## config.mk

```make
export PLATFORM = sky130hd
export DESIGN_NAME = pln_mem_arbiter
export DESIGN_NICKNAME = d
export VERILOG_FILES = /design/src/rtl/pln_mem_arbiter.sv
export SDC_FILE = /design/constraint.sdc
export NUM_CORES = 1
export LEC_CHECK = 0
export CORE_ASPECT_RATIO = 0.8
export CORE_MARGIN = 5
export CORE_UTILIZATION = 36
export DETAILED_ROUTE_END_ITERATION = 7
export PLACE_DENSITY = 0.87
export RECOVER_POWER = 25
export SYNTH_ARGS = -nofsm -noshare
export SYNTH_HDL_FRONTEND = slang
export SYNTH_SLANG_ARGS = --single-unit
```

## constraint.sdc

```tcl
create_clock -name clk -period 2.1 [get_ports clk]
set_clock_uncertainty 0.1 [all_clocks]
set_input_delay 0.42 -clock clk [delete_from_list [all_inputs] [get_ports clk]]
set_output_delay 0.42 -clock clk [all_outputs]
set_load 0.03 [all_outputs]
```

## src/rtl/pln_mem_arbiter.sv

```systemverilog
// rtl/pln_mem_arbiter.sv - single-port RAM arbiter for fetch, CPU data and DMA requesters
// Optional feature macro: PLN_ARB_RR_EN (round-robin arbitration; fixed priority dm > if > dma when undefined)
module pln_mem_arbiter #(
    parameter int ADDR_W = 16,
    parameter int DATA_W = 16,
    parameter int RD_LAT = 2
) (
    input  logic              clk,
    input  logic              rst_n,
    // instruction fetch (read-only)
    input  logic              if_req,
    input  logic [ADDR_W-1:0] if_addr,
    output logic              if_gnt,
    output logic              if_done,
    output logic [DATA_W-1:0] if_rdata,
    // CPU data
    input  logic              dm_req,
    input  logic              dm_we,
    input  logic [ADDR_W-1:0] dm_addr,
    input  logic [DATA_W-1:0] dm_wdata,
    output logic              dm_gnt,
    output logic              dm_done,
    output logic [DATA_W-1:0] dm_rdata,
    // DMA / debug loader
    input  logic              dma_req,
    input  logic              dma_we,
    input  logic [ADDR_W-1:0] dma_addr,
    input  logic [DATA_W-1:0] dma_wdata,
    output logic              dma_gnt,
    output logic              dma_done,
    output logic [DATA_W-1:0] dma_rdata,
    // RAM port
    output logic              ram_en,
    output logic              ram_we,
    output logic [ADDR_W-1:0] ram_addr,
    output logic [DATA_W-1:0] ram_wdata,
    input  logic [DATA_W-1:0] ram_rdata,
    output logic              busy
);

    typedef enum logic [1:0] {
        S_IDLE   = 2'd0,
        S_ACCESS = 2'd1,
        S_WAIT   = 2'd2,
        S_DONE   = 2'd3
    } state_t;

    // requester IDs double as the round-robin search order
    localparam logic [1:0] ID_DM  = 2'd0;
    localparam logic [1:0] ID_IF  = 2'd1;
    localparam logic [1:0] ID_DMA = 2'd2;

    localparam logic [2:0] WAIT_LOAD = 3'(RD_LAT - 1);

    state_t            state_q, state_d;
    logic [2:0]        cnt_q, cnt_d;
    logic [1:0]        owner_q, owner_d;
    logic              we_q, we_d;
    logic [ADDR_W-1:0] addr_q, addr_d;
    logic [DATA_W-1:0] wdata_q, wdata_d;

    logic              win_valid;
    logic [1:0]        win_id;
    logic              grant;
    logic              in_done;

`ifdef PLN_ARB_RR_EN
    logic [1:0]        last_q, last_d;
    logic [2:0]        req_vec;
    logic [1:0]        cand;

    function automatic logic [1:0] next_id(input logic [1:0] id);
        return (id == ID_DMA) ? ID_DM : id + 2'd1;
    endfunction

    // round-robin: search starts at the requester after the last one granted
    always_comb begin
        win_valid = 1'b0;
        win_id    = ID_DM;
        req_vec   = {dma_req, if_req, dm_req};
        cand      = next_id(last_q);
        for (int k = 0; k < 3; k++) begin
            if (!win_valid && req_vec[cand]) begin
                win_valid = 1'b1;
                win_id    = cand;
            end
            cand = next_id(cand);
        end
    end
`else
    // fixed priority dm > if > dma; dma may starve under continuous dm/if traffic
    always_comb begin
        win_valid = 1'b1;
        win_id    = ID_DM;
        if (dm_req) begin
            win_id = ID_DM;
        end else if (if_req) begin
            win_id = ID_IF;
        end else if (dma_req) begin
            win_id = ID_DMA;
        end else begin
            win_valid = 1'b0;
        end
    end
`endif

    // grants only in IDLE; rst_n gating keeps gnt low while reset is asserted
    assign grant   = (state_q == S_IDLE) && rst_n && win_valid;
    assign dm_gnt  = grant && (win_id == ID_DM);
    assign if_gnt  = grant && (win_id == ID_IF);
    assign dma_gnt = grant && (win_id == ID_DMA);

    // next-state logic: capture the winning access, count RAM latency, complete
    always_comb begin
        state_d = state_q;
        cnt_d   = cnt_q;
        owner_d = owner_q;
        we_d    = we_q;
        addr_d  = addr_q;
        wdata_d = wdata_q;
`ifdef PLN_ARB_RR_EN
        last_d  = last_q;
`endif
        unique case (state_q)
            S_IDLE: begin
                if (grant) begin
                    owner_d = win_id;
                    state_d = S_ACCESS;
`ifdef PLN_ARB_RR_EN
                    last_d  = win_id;
`endif
                    unique case (win_id)
                        ID_DM: begin
                            we_d    = dm_we;
                            addr_d  = dm_addr;
                            wdata_d = dm_wdata;
                        end
                        ID_DMA: begin
                            we_d    = dma_we;
                            addr_d  = dma_addr;
                            wdata_d = dma_wdata;
                        end
                        default: begin
                            we_d    = 1'b0;
                            addr_d  = if_addr;
                            wdata_d = '0;
                        end
                    endcase
                end
            end
            S_ACCESS: begin
                if (RD_LAT > 1) begin
                    state_d = S_WAIT;
                    cnt_d   = WAIT_LOAD;
                end else begin
                    state_d = S_DONE;
                end
            end
            S_WAIT: begin
                if (cnt_q <= 3'd1) begin
                    cnt_d   = 3'd0;
                    state_d = S_DONE;
                end else begin
                    cnt_d   = cnt_q - 3'd1;
                end
            end
            default: begin
                state_d = S_IDLE;
            end
        endcase
    end

    // state and access registers; reset abandons any in-flight access
    always_ff @(posedge clk or negedge rst_n) begin
        if (!rst_n) begin
            state_q <= S_IDLE;
            cnt_q   <= 3'd0;
            owner_q <= ID_DM;
            we_q    <= 1'b0;
            addr_q  <= '0;
            wdata_q <= '0;
        end else begin
            state_q <= state_d;
            cnt_q   <= cnt_d;
            owner_q <= owner_d;
            we_q    <= we_d;
            addr_q  <= addr_d;
            wdata_q <= wdata_d;
        end
    end

`ifdef PLN_ARB_RR_EN
    // last-granted pointer resets to dma so the first search order is dm, if, dma
    always_ff @(posedge clk or negedge rst_n) begin
        if (!rst_n) begin
            last_q <= ID_DMA;
        end else begin
            last_q <= last_d;
        end
    end
`endif

    assign ram_en    = (state_q == S_ACCESS);
    assign ram_we    = ram_en && we_q;
    assign ram_addr  = addr_q;
    assign ram_wdata = wdata_q;
    assign busy      = (state_q != S_IDLE);

    // completion pulse to the owner; read data passes through only for reads
    assign in_done   = (state_q == S_DONE);
    assign dm_done   = in_done && (owner_q == ID_DM);
    assign if_done   = in_done && (owner_q == ID_IF);
    assign dma_done  = in_done && (owner_q == ID_DMA);
    assign dm_rdata  = (dm_done  && !we_q) ? ram_rdata : '0;
    assign if_rdata  = (if_done  && !we_q) ? ram_rdata : '0;
    assign dma_rdata = (dma_done && !we_q) ? ram_rdata : '0;

endmodule

```

## Word level (Yosys, flattened, before mapping)

Cells that the tools add are included.

- Input port bits: 103
- Output and inout bits: 89
- Register bits after elaboration: 40
- Logic and storage cells: 54

- Equality and inequality tests: 9
- Reductions and logical operators: 20
- Multiplexer cells: 17
- Magnitude comparators: 1
- $add $sub $neg: 1

Operators by type and width:

| operator | number |
|---|---|
| one-hot mux 16 bit (2 select lines) | 2 |
| two-way mux 16 bit | 3 |
| logical AND 1 bit | 12 |
| two-way mux 2 bit | 5 |
| equality test 2 bit, second input constant | 4 |
| equality test 2 x 1 -> 1 bit, second input constant | 3 |
| zero test 2 bit | 3 |
| one-hot mux 2 bit (3 select lines) | 1 |
| one-hot mux 3 bit (2 select lines) | 1 |
| inequality test 2 bit, second input constant | 2 |
| AND reduction 2 bit | 2 |
| nonzero test 2 bit | 2 |
| <= comparator 3 x 1 -> 1 bit, second input constant | 1 |
| two-way mux 1 bit | 3 |
| two-way mux 3 bit | 1 |
| subtractor 3 x 1 -> 3 bit, second input constant | 1 |
| one-hot mux 1 bit (2 select lines) | 1 |
| zero test 1 bit | 1 |

## Logic depth before layout (Yosys ltp)

Gate-level depths: netlist of run 1.

- Word-level depth: 6
- Depth in mapped cells: 8

## Least setup slack after synthesis of run 1

OpenSTA, ideal clock, no wires.

- Path type: flip-flop to output port
- Start: register state_q[0]
- End: output dma_rdata[10]
- Required time: 1.580 ns
- Data arrival time: 1.720 ns
- Cell stages (with the launch flop): 6
- Setup slack: -0.140 ns
- Cells stage by stage: dfrtp_1 -> ha_1 -> and3b_1 -> and2b_1 -> clkbuf_1 -> and2_1

- Word-level cells in the longest chain between the ends: 4

Ends and longest elaborated chain:

| element | line | source |
|---|---|---|
| from (decl) | 55 | `state_t state_q, state_d;` |
| from (signal assigned) | 183 | `state_q <= state_d;` |
| equality test 2 bit | 210 | `assign in_done = (state_q == S_DONE);` |
| logical AND 1 bit | 213 | `assign dma_done = in_done && (owner_q == ID_DMA);` |
| named net dma_done | 30 | `output logic dma_done,` |
| logical AND 1 bit | 216 | `assign dma_rdata = (dma_done && !we_q) ? ram_rdata : '0;` |
| two-way mux 16 bit | 216 |  |
| to (decl) | 31 | `output logic [DATA_W-1:0] dma_rdata,` |

The timed path passes the listed nets, and every way through them passes these cells.

## Final worst setup path of run 1

- Start: register state_q[1]
- End: output dma_rdata[7]

- Word-level cells in the longest chain between the ends: 4

Ends and longest elaborated chain:

| element | line |
|---|---|
| equality test 2 bit | 210 |
| logical AND 1 bit | 213 |
| logical AND 1 bit | 216 |
| two-way mux 16 bit | 216 |

No other way between the ends.

==> impl_results.md, run 1 <==
- Status: finished, violations left
- Failing checks: negative setup slack
- Overflow after GRT: 0
- Placed insts: 584
- Proportion of layout cells with a drive suffix above 1: around 29%
- Met2 usage: roughly two fifths
- Die Y: slightly below 90 um
- Top_reg_cell synth: dfrtp_1
- First-pass GRT wire length: 16,000 um
- Core area: 7460 um2
- Area share of fa/ha/maj cells after synthesis: 2.25%
- Worst-margin pin slew: ~1.3 ns
- Clk slew on worst S/H paths: roughly 0.08 ns
- CTS root buf: clkbuf_8
- Final Max Slew Viols: 0
- Area delta synth->final: 84.6%
- Post-synthesis compound-gate area fraction: approximately 19%
- Hold buffers post-CTS: 0
- Mapped cell area: 2780 um2
- Total CTS buffers: 5
- Lkg Pwr: roughly 2.2 nW
- DR DRC count: 0
- Largest net degree at the start of global routing: 36
- Setup TNS: -2.06 ns
- Initial antenna violation count: 0
- Synth unique cells: 43
- Relative slew slack: approximately an eighth
- Hold WC Path Type: register to register
- Flops & latches, synth: 40
- Max-Cap Viols: 0
- Mux contribution to synthesized area: 6.17%
- Critical Path AT: roughly 1.7 ns
- Average vias per placed instance: 5.14
- Die X: 108 um
- Sequential area share after synthesis: a little over a third
- Per-cell routed wire length: around 19 um
- Largest buffer count on any clock path: 2
- Post-layout util: 68.8%
- Post-route insts no fill: slightly below 600
- Row cnt: 28
- Iter 0 DRT Violations: between 100 and 150
- Setup ws final: -0.112 ns
- Synthesis Warnings: 0
- CP max stage cell: dfrtp_2
- I/O pin cnt: 192
- Met1 usage: roughly a quarter
- Peak supply drop: approximately 0.74 mV
- Fin nets: between 500 and 600
- Vias in the first global route: between 3,000 and 4,000
- Final min period: around 2.2 ns
- CTS tree: yes
- Crit-path max FO: 16
- Worst-path cell chain: ha_4 -> and3b_2 -> and2b_4 -> and2_2 -> buf_6
- Pre-antenna DRT Iters: 4
- Xor and xnor area share after synthesis: 0%
- Clk_lat worst skew: approximately 0.29 ns
- Avg Synthesized Cell Area: roughly 9.4 um2
- Diode count: 0
- Worst Reg-to-Reg Cells: 7
- Largest family of logic cells by synthesized area: simple AND/OR/NAND/NOR gates
- Worst Setup Start Kind: register
- Simple-gate share of the synthesized area: between 20% and 30%
- Post-Place Worst Slack: -0.0918 ns
- GRT Util Overall: roughly a fifth
- Hold Path Depth: 2
- Worst endpoint required time: approximately 1.6 ns
- Global routing's busiest layer: met2
- Overall power: 5.13 mW
- Final Hold Viols: 0
- Met3 Use GR: ~4.4%
- # port buffers: ~190
- Period utilization: 105%
- Die area: about 9600 um2
- Drt total wl: roughly 11,000 um
- RSZ-0062 raised after global routing: true
- Dpl hpwl: a little over 8000 um
- GPL Wtd Cong: just over 0.9
- Routed Antenna Nets: 0
- Ys async rst share: 100%
- Crit Path Class: register to output port
- Fmax: 452 MHz
- DR vias: just over 3,000
- Syn Inst Count: just under 300
- Initial core utilization: 37.2%
- Syn Nets: 403
- Final setup violation count: 33
- Post-synth EDFFs: 0
- Clock Sinks: 40
- Htree depth: 2
- P per Cell Area: around 1000 nW/um2
- CP endpoint kind: output port
- Slowest cell delay on critical path: approximately 0.45 ns
==> placed cells by master, fill, tap and decap left out, types with 2 or more instances in the layout <==
cell             Yosys  layout
a211oi_1            16      16
a21oi_1              4       4
a22oi_1             16      16
and2_1              49       7
and2_2               0      10
and2_4               0      32
and4bb_2             6       6
buf_4                8      18
buf_6                3      53
clkbuf_1             4       3
clkbuf_8             0       6
clkdlybuf4s50_1      0     132
clkinv_2             0       2
dfrtp_1             40      39
dlygate4sd2_1        0       6
ha_1                 5       3
ha_4                 0       2
inv_1                7       7
mux2i_1             16      16
nand2_1             18      17
nand2b_1             2       2
nor2_1               3       3
nor3b_1             16      16
nor4bb_1            11      11
o21a_1               2       2
o21ai_0             24      24
o21ai_1             12      12
==> worst paths after layout <==
kind	startpoint	end	slack [ns]
worst max-delay path	state_q[1]$_DFFE_PN0P_	dma_rdata[7]	-0.11
worst min-delay path	ram_wdata[4]$_DFFE_PN0P_	ram_wdata[4]$_DFFE_PN0P_	0.38
worst max register to register	state_q[0]$_DFFE_PN0P_	ram_addr[8]$_DFFE_PN0P_	0.23
worst min register to register	ram_wdata[4]$_DFFE_PN0P_	ram_wdata[4]$_DFFE_PN0P_	0.38
max in group asynchronous	rst_n	ram_addr[15]$_DFFE_PN0P_	0.44
min in group asynchronous	rst_n	ram_wdata[8]$_DFFE_PN0P_	0.51
==> area by class of cell <==
class                           instances  area [um2]
Timing Repair Buffer                  215        2170
Inverter                                7        26.3
Sequential cell                        40        1000
Tap cell                              105         131
Multi-Input combinational cell        221        1710
Clock buffer                            6        82.6
Fill cell                             595        2330
Clock inverter                          2        10.0
==> cell families (layout without fill, tap and decap cells) <==
kind of cell / Yosys count / in the layout
multiplexers: 17 / 17
buffers and inverters: 34 / 230
flip-flops: 40 / 40
adder cells (fa/ha/maj): 5 / 5
AND/OR/NAND/NOR: 117 / 117
AO/OA/AOI/OAI: 82 / 82
==> through the flow <==
step / cell area (um2) / hold WS (ns)
finish: 5130 / 0.381
global route: 5130 / 0.423
CTS: 4980 / 0.121
detailed placement: 4680 / 0.373
global placement: 4680 / 0.363
floorplan: 2790 / 0.0244
==> per-layer routing <==
layer	part of all wire, %	routed length, um
met1	39	4330
met4	1.9	212
met3	7.3	812
met5	0	0
met2	52	5790
==> what timing repair did <==
item | in CTS | in global routing
setup buffers | 1 | 0
resized for setup | 64 | 46
endpoints found under the setup margin | 56 | 52
cloned | 2 | 1
==> where the power goes <==
part | switching, mW | internal, mW
clock network | 0.275 | 0.263
logic | 1.76 | 1.45
registers | 0.262 | 1.12
total | 2.29 | 2.83
==> state kept, by name, summed over array words and instances, names as in the netlist <==
register / count
cnt_q: 3
owner_q: 2
ram_addr: 16
ram_wdata: 16
state_q: 2
we_q: 1
==> critical path, delay by kind of cell (launching register included) <==
family,cells,cell delay (ns)
fa+ha+maj,1,0.18
buf+inv,1,0.14
flops,1,0.45
simple gates,3,0.64
==> cells in the mapped netlist, drive strengths merged (7+ instances only) <==
cell	instances	share of area [%]
nor4bb	11	4.0
a22oi	16	4.3
nand2	18	2.4
a211oi	16	4.3
dfrtp	40	36
o21ai	36	6.5
clkbuf	10	1.7
mux2i	16	5.8
inv	7	0.95
and2	49	11
buf	17	5.2
nor3b	17	4.8
Power figures use the tool's default switching activity.
==> run 2, diff against run 1 <==
--- a/config.mk
+++ b/config.mk
@@ -7,9 +7,10 @@
 export LEC_CHECK = 0
 export CORE_ASPECT_RATIO = 0.8
 export CORE_MARGIN = 5
-export CORE_UTILIZATION = 36
+export CORE_UTILIZATION = 37
+export CTS_BUF_LIST = sky130_fd_sc_hd__clkbuf_4
 export DETAILED_ROUTE_END_ITERATION = 7
-export PLACE_DENSITY = 0.87
+export PLACE_DENSITY = 0.89
 export RECOVER_POWER = 25
 export SYNTH_ARGS = -nofsm -noshare
 export SYNTH_HDL_FRONTEND = slang
==> run 2 against run 1 <==
Effect of this change: the run still ends with negative setup slack left; clock power shrank 27%; flip-flop and latch count unchanged; core utilization grew 1.0 points; final cell count decreased by 1.3%; power decreased by 0.57%; critical path depth unchanged; first-iteration DRC count is 26% lower.
==> impl_results.md, run 2 (same netlist as run 1, synthesis figures left out) <==
- Iter 0 DRT Violations: 88
- Max-Cap Viols: 0
- Pre-antenna DRT Iters: 4
- CTS tree: yes
- Dpl hpwl: approximately 8000 um
- Largest buffer count on any clock path: 2
- Clock power frac: roughly 7.7%
- Buffers and inverters on the worst path: 1
- DR vias: 3,107
- Hold WC Path Type: input pin to async pin
- Most common cell after layout, fill and taps aside: clkdlybuf4s50_1
- Placed Instance Area: about 4700 um2
- RR Endpoint: ram_wdata[12]$_DFFE_PN0P_
- Row cnt: 28
- I/O pin cnt: between 150 and 200
- Setup crit end: dma_rdata[6]
- Comb pwr share: 65.5%
- Core area: approximately 7400 um2
- Worst-path cell chain: ha_4 -> and3b_2 -> and2b_4 -> and2_2 -> buf_6
- Final min period: about 2.3 ns
- Overall power: between 5 and 6 mW
- Drt total wl: between 10,000 and 15,000 um
- Critical Path AT: approximately 1.8 ns
- Area delta synth->final: 84.7%
- Proportion of layout cells with a drive suffix above 1: 31.1%
- Failing checks: negative setup slack
- # port buffers: about 190
- GPL Wtd Cong: ~0.87
- Global routing's busiest layer: met2
- Met1 usage: 25.0%
- DR DRC count: 0
- Initial antenna violation count: 0
- RSZ-0062 raised after global routing: true
- Switching power: 2.27 mW
- Lkg Pwr: ~2.2 nW
- Slowest cell delay on critical path: between 0.4 and 0.5 ns
- Worst endpoint required time: between 1.5 and 2 ns
- Routed Antenna Nets: 0
- Vias in the first global route: 3,167
- Worst Setup Start Kind: register
- Relative slew slack: a little over half
- CP endpoint kind: output port
- Crit path launch: state_q[0]$_DFFE_PN0P_
- Most frequent cells in the layout: 133 x clkdlybuf4s50_1, 55 x buf_6, 40 x dfrtp_1
- Clock Sinks: 40
- Share of power burned in registers: a little over a quarter
- Final Hold Viols: 0
- Reg-to-reg critical path startpoint: state_q[0]$_DFFE_PN0P_
- P per Cell Area: 994 nW/um2
- Average vias per placed instance: between 5 and 6
- Period utilization: 108%
- First-pass GRT wire length: between 15,000 and 20,000 um
- Worst Reg-to-Reg Cells: 8
- Fin nets: approximately 610
- Overflow after GRT: 0
- Finished Cell Area: just over 5000 um2
- Crit-path max FO: 16
- CP top delay family: simple AND/OR/NAND/NOR gates
- Htree depth: 2
- Peak supply drop: approximately 0.65 mV
- Initial core utilization: 37.8%
- Final Max Slew Viols: 0
- Met3 Use GR: under 10%
- GRT Util Overall: between 20% and 30%
- Worst R2R Setup Slack: roughly 0.25 ns
- CTS root buf: clkbuf_4
- Cell Int Power: approximately 2.8 mW
- Crit Path Class: register to output port
- Clk_lat worst skew: 0.34 ns
- Die Y: 87.5 um
- Die area: between 9000 and 10,000 um2
- Total CTS buffers: 5
- Largest net degree at the start of global routing: 35
- Die X: roughly 110 um
- Met2 usage: between 40% and 50%
- Setup ws final: -0.173 ns
- CP max stage cell: dfrtp_1
- Per-cell routed wire length: 18.5 um
- Fmax: 440 MHz
- Status: finished, violations left
- Hold slack final: ~0.33 ns
- Switching Fraction: roughly 45%
- Final setup violation count: slightly below 50
- Post-Place Worst Slack: -0.0672 ns
- Worst path depth: 5
- Post-layout util: between 60% and 70%
- Worst-margin pin slew: 0.678 ns
- Diode count: 0
- Clk slew on worst S/H paths: roughly 0.11 ns
[run 2: cell types whose count changed in the layout (fill, tap and decap cells not counted), sizes merged]
cell / delta
buf: +11
dlygate4sd2: -6
clkdlybuf4s15: +1
clkdlybuf4s50: +1
clkinv: -1
dlygate4sd3: +1
[run 2: through the flow]
| step | TNS, ns | std cells |
|---|---|---|
| floorplan | 0 | 295 |
| global placement | -0.218 | 568 |
| detailed placement | -1.03 | 568 |
| CTS | -3.75 | 588 |
| global route | -8.57 | 588 |
| finish | -3.63 | 588 |
[run 2: worst register-to-register path: stages (launching register included)]
cell and delay (ns):
dfrtp_1 0.43, buf_4 0.16, inv_2 0.07, ha_4 0.13
buf_6 0.11, buf_4 0.11, o211ai_1 0.17, buf_12 0.24
o21ai_0 0.24
[run 2: layout make-up]
class	instances	area, um2
multi-input cells	221	1720
inverters	7	28.8
clock inverters	1	3.75
well taps	90	113
clock buffers	7	52.6
fillers	524	2220
repair buffers	222	2220
flip-flops and latches	40	1000
[run 2: worst min path at each step]
stage / endpoint / slack (ns) / cells past startpoint
6_report: ram_addr[3]$_DFFE_PN0P_ / 0.33 / 2
5_1_grt: ram_addr[3]$_DFFE_PN0P_ / 0.36 / 2
4_1_cts: cnt_q[2]$_DFFE_PN0P_ / 0.01 / 2
3_5_place_dp: ram_wdata[12]$_DFFE_PN0P_ / 0.20 / 1
3_3_place_gp: ram_wdata[12]$_DFFE_PN0P_ / 0.19 / 1
2_1_floorplan: cnt_q[0]$_DFFE_PN0P_ / 0.02 / 0
[run 2: power groups by stage]
| stage | clock network (mW) | logic, mW | registers (mW) |
|---|---|---|---|
| after floorplan | 0 | 1.09 | 1.89 |
| after global placement | 0 | 2.90 | 1.36 |
| after detailed placement | 0 | 2.97 | 1.36 |
| after CTS | 0.412 | 3.31 | 1.37 |
| after global routing | 0.457 | 3.55 | 1.41 |
| final | 0.391 | 3.34 | 1.37 |
[run 2: layer usage]
metal  share of wire [%]  up-vias
met4                 2.5        0
met1                  38     1481
met5                   0        -
li1                    -     1472
met3                 6.5       22
met2                  53      132
[run 2: what timing repair did]
action                                 in CTS  in global routing
endpoints found under the hold margin       4                  0
pin swaps                                  10                  0
setup buffers                               9                  0
cloned                                      2                  0
hold buffers                                1                  0
gates resized for setup                   102                 32
setup endpoints to repair                  56                 57
==> run 3, diff against run 2 <==
--- a/config.mk
+++ b/config.mk
@@ -12,6 +12,7 @@
 export DETAILED_ROUTE_END_ITERATION = 7
 export PLACE_DENSITY = 0.89
 export RECOVER_POWER = 25
+export SKIP_LAST_GASP = 1
 export SYNTH_ARGS = -nofsm -noshare
 export SYNTH_HDL_FRONTEND = slang
 export SYNTH_SLANG_ARGS = --single-unit
==> run 3 against run 2 <==
Effect of this change: the run still ends with negative setup slack left; sequential share of layout area decreased by 0.15 points; combinational power up 1%; highest routed layer unchanged; critical endpoint is now dma_rdata[1]; largest cell class unchanged; clock power about the same.
==> impl_results.md, run 3 (same netlist as run 1, synthesis figures left out) <==
- Most frequent cells in the layout: 133 x clkdlybuf4s50_1, 56 x buf_6, 45 x and2_4
- Htree depth: 2
- Slowest cell delay on critical path: 0.43 ns
- I/O pin cnt: between 150 and 200
- Most common cell after layout, fill and taps aside: clkdlybuf4s50_1
- Share of power burned in registers: around a quarter
- Failing checks: negative setup slack
- Period utilization: 109%
- GPL Wtd Cong: slightly below 0.9
- Crit Path Class: register to output port
- First-pass GRT wire length: between 15,000 and 20,000 um
- Worst Reg-to-Reg Cells: 8
- Per-cell routed wire length: between 15 and 20 um
- CP max stage cell: dfrtp_1
- Post-route insts no fill: 589
- Drt total wl: 11,300 um
- Dpl hpwl: around 8000 um
- Hold slack final: around 0.33 ns
- Crit path launch: state_q[0]$_DFFE_PN0P_
- Die X: approximately 110 um
- RSZ-0062 raised after global routing: true
- Final Max Slew Viols: 0
- Buffers and inverters on the worst path: 1
- Worst-margin pin slew: around 0.67 ns
- Hold WC Path Type: input pin to async pin
- Global routing's busiest layer: met2
- Met1 usage: between 20% and 30%
- GRT Util Overall: a little over a fifth
- Row cnt: 28
- Post-layout util: between 70 and 80%
- CTS tree: yes
- Clock Sinks: 40
- Critical Path AT: ~1.8 ns
- Fin nets: approximately 610
- RR Endpoint: ram_wdata[12]$_DFFE_PN0P_
- Worst endpoint required time: 1.58 ns
- Relative slew slack: 55.1%
- Final setup violation count: 50
- CP endpoint kind: output port
- Final Hold Viols: 0
- Peak supply drop: approximately 0.65 mV
- Lkg Pwr: 2.21 nW
- Die area: approximately 9400 um2
- Pre-antenna DRT Iters: 4
- Fmax: ~440 MHz
- Overall power: between 5 and 6 mW
- DR vias: about 3,200
- Iter 0 DRT Violations: 94
- Comb pwr share: roughly two thirds
- Worst R2R Setup Slack: approximately 0.24 ns
- Area delta synth->final: 86.1%
- Worst-path cell chain: ha_4 -> and3b_2 -> and2b_2 -> and2_4 -> buf_6
- Clk slew on worst S/H paths: between 0.1 and 0.15 ns
- Routed Antenna Nets: 0
- Post-Place Worst Slack: -0.0672 ns
- P per Cell Area: between 900 and 1000 nW/um2
- Worst Setup Start Kind: register
- Final min period: between 2 and 2.5 ns
- Status: finished, violations left
- Placed insts: around 570
- Largest buffer count on any clock path: 2
- Setup crit end: dma_rdata[1]
- # port buffers: ~190
- Switching power: around 2.3 mW
- Average vias per placed instance: around 5.4
- CP top delay family: simple AND/OR/NAND/NOR gates
- Initial core utilization: about 38%
- Reg-to-reg critical path startpoint: state_q[1]$_DFFE_PN0P_
- Clock power frac: about 7.6%
- Largest net degree at the start of global routing: 35
- Overflow after GRT: 0
- Max-Cap Viols: 0
- Met3 Use GR: 4.89%
- Core area: ~7400 um2
- Cell Int Power: 2.85 mW
- Initial antenna violation count: 0
- Setup ws final: -0.190 ns
- Clk_lat worst skew: roughly 0.34 ns
- Vias in the first global route: 3,153
- Worst path depth: 5
- DR DRC count: 0
- Met2 usage: 40.5%
- Diode count: 0
- Proportion of layout cells with a drive suffix above 1: between 30% and 40%
- Crit-path max FO: 8
- CTS root buf: clkbuf_4
- Die Y: 87.5 um
- Switching Fraction: between 40% and 50%
- Total CTS buffers: 5
## run 3: final cells by class
type                            count  area, um2
Clock buffer                        7       52.6
Clock inverter                      1       3.75
Fill cell                         529       2180
Inverter                            7       28.8
Multi-Input combinational cell    222       1760
Sequential cell                    40       1000
Tap cell                           90        113
Timing Repair Buffer              222       2210
## run 3: power groups by stage
| stage | registers [mW] | clock network [mW] | logic (mW) |
|---|---|---|---|
| after floorplan | 1.89 | 0 | 1.09 |
| after global placement | 1.36 | 0 | 2.90 |
| after detailed placement | 1.36 | 0 | 2.97 |
| after CTS | 1.36 | 0.412 | 3.23 |
| after global routing | 1.42 | 0.457 | 3.60 |
| final | 1.38 | 0.392 | 3.39 |
## run 3: what timing repair did
item / CTS / global route
hold endpoints to repair: 4 / 0
gates resized for setup: 55 / 91
setup endpoints to repair: 56 / 57
gates cloned: 2 / 1
pin swaps: 10 / 16
setup buffers: 9 / 0
hold buffers: 1 / 0
## run 3: per-layer routing
metal / routed length [um] / part of all wire [%] / vias to the layer above
met5: 0 / 0 / -
met4: 340 / 3.0 / 0
met3: 722 / 6.4 / 28
met2: 5930 / 52 / 148
met1: 4350 / 38 / 1510
li1: - / - / 1476
## run 3: how the worst min path moves through the flow
stage	to	slack (ns)	cells past startpoint
6_report	ram_addr[3]$_DFFE_PN0P_	0.33	2
3_3_place_gp	ram_wdata[12]$_DFFE_PN0P_	0.19	1
2_1_floorplan	cnt_q[0]$_DFFE_PN0P_	0.02	0
3_5_place_dp	ram_wdata[12]$_DFFE_PN0P_	0.20	1
4_1_cts	cnt_q[2]$_DFFE_PN0P_	0.01	2
5_1_grt	ram_addr[3]$_DFFE_PN0P_	0.35	2
## run 3: stage by stage
step	instance area [um2]	TNS, ns
floorplan	2790	0
global placement	4670	-0.218
detailed placement	4670	-1.03
CTS	4950	-4.96
global route	5170	-9.70
finish	5170	-5.18
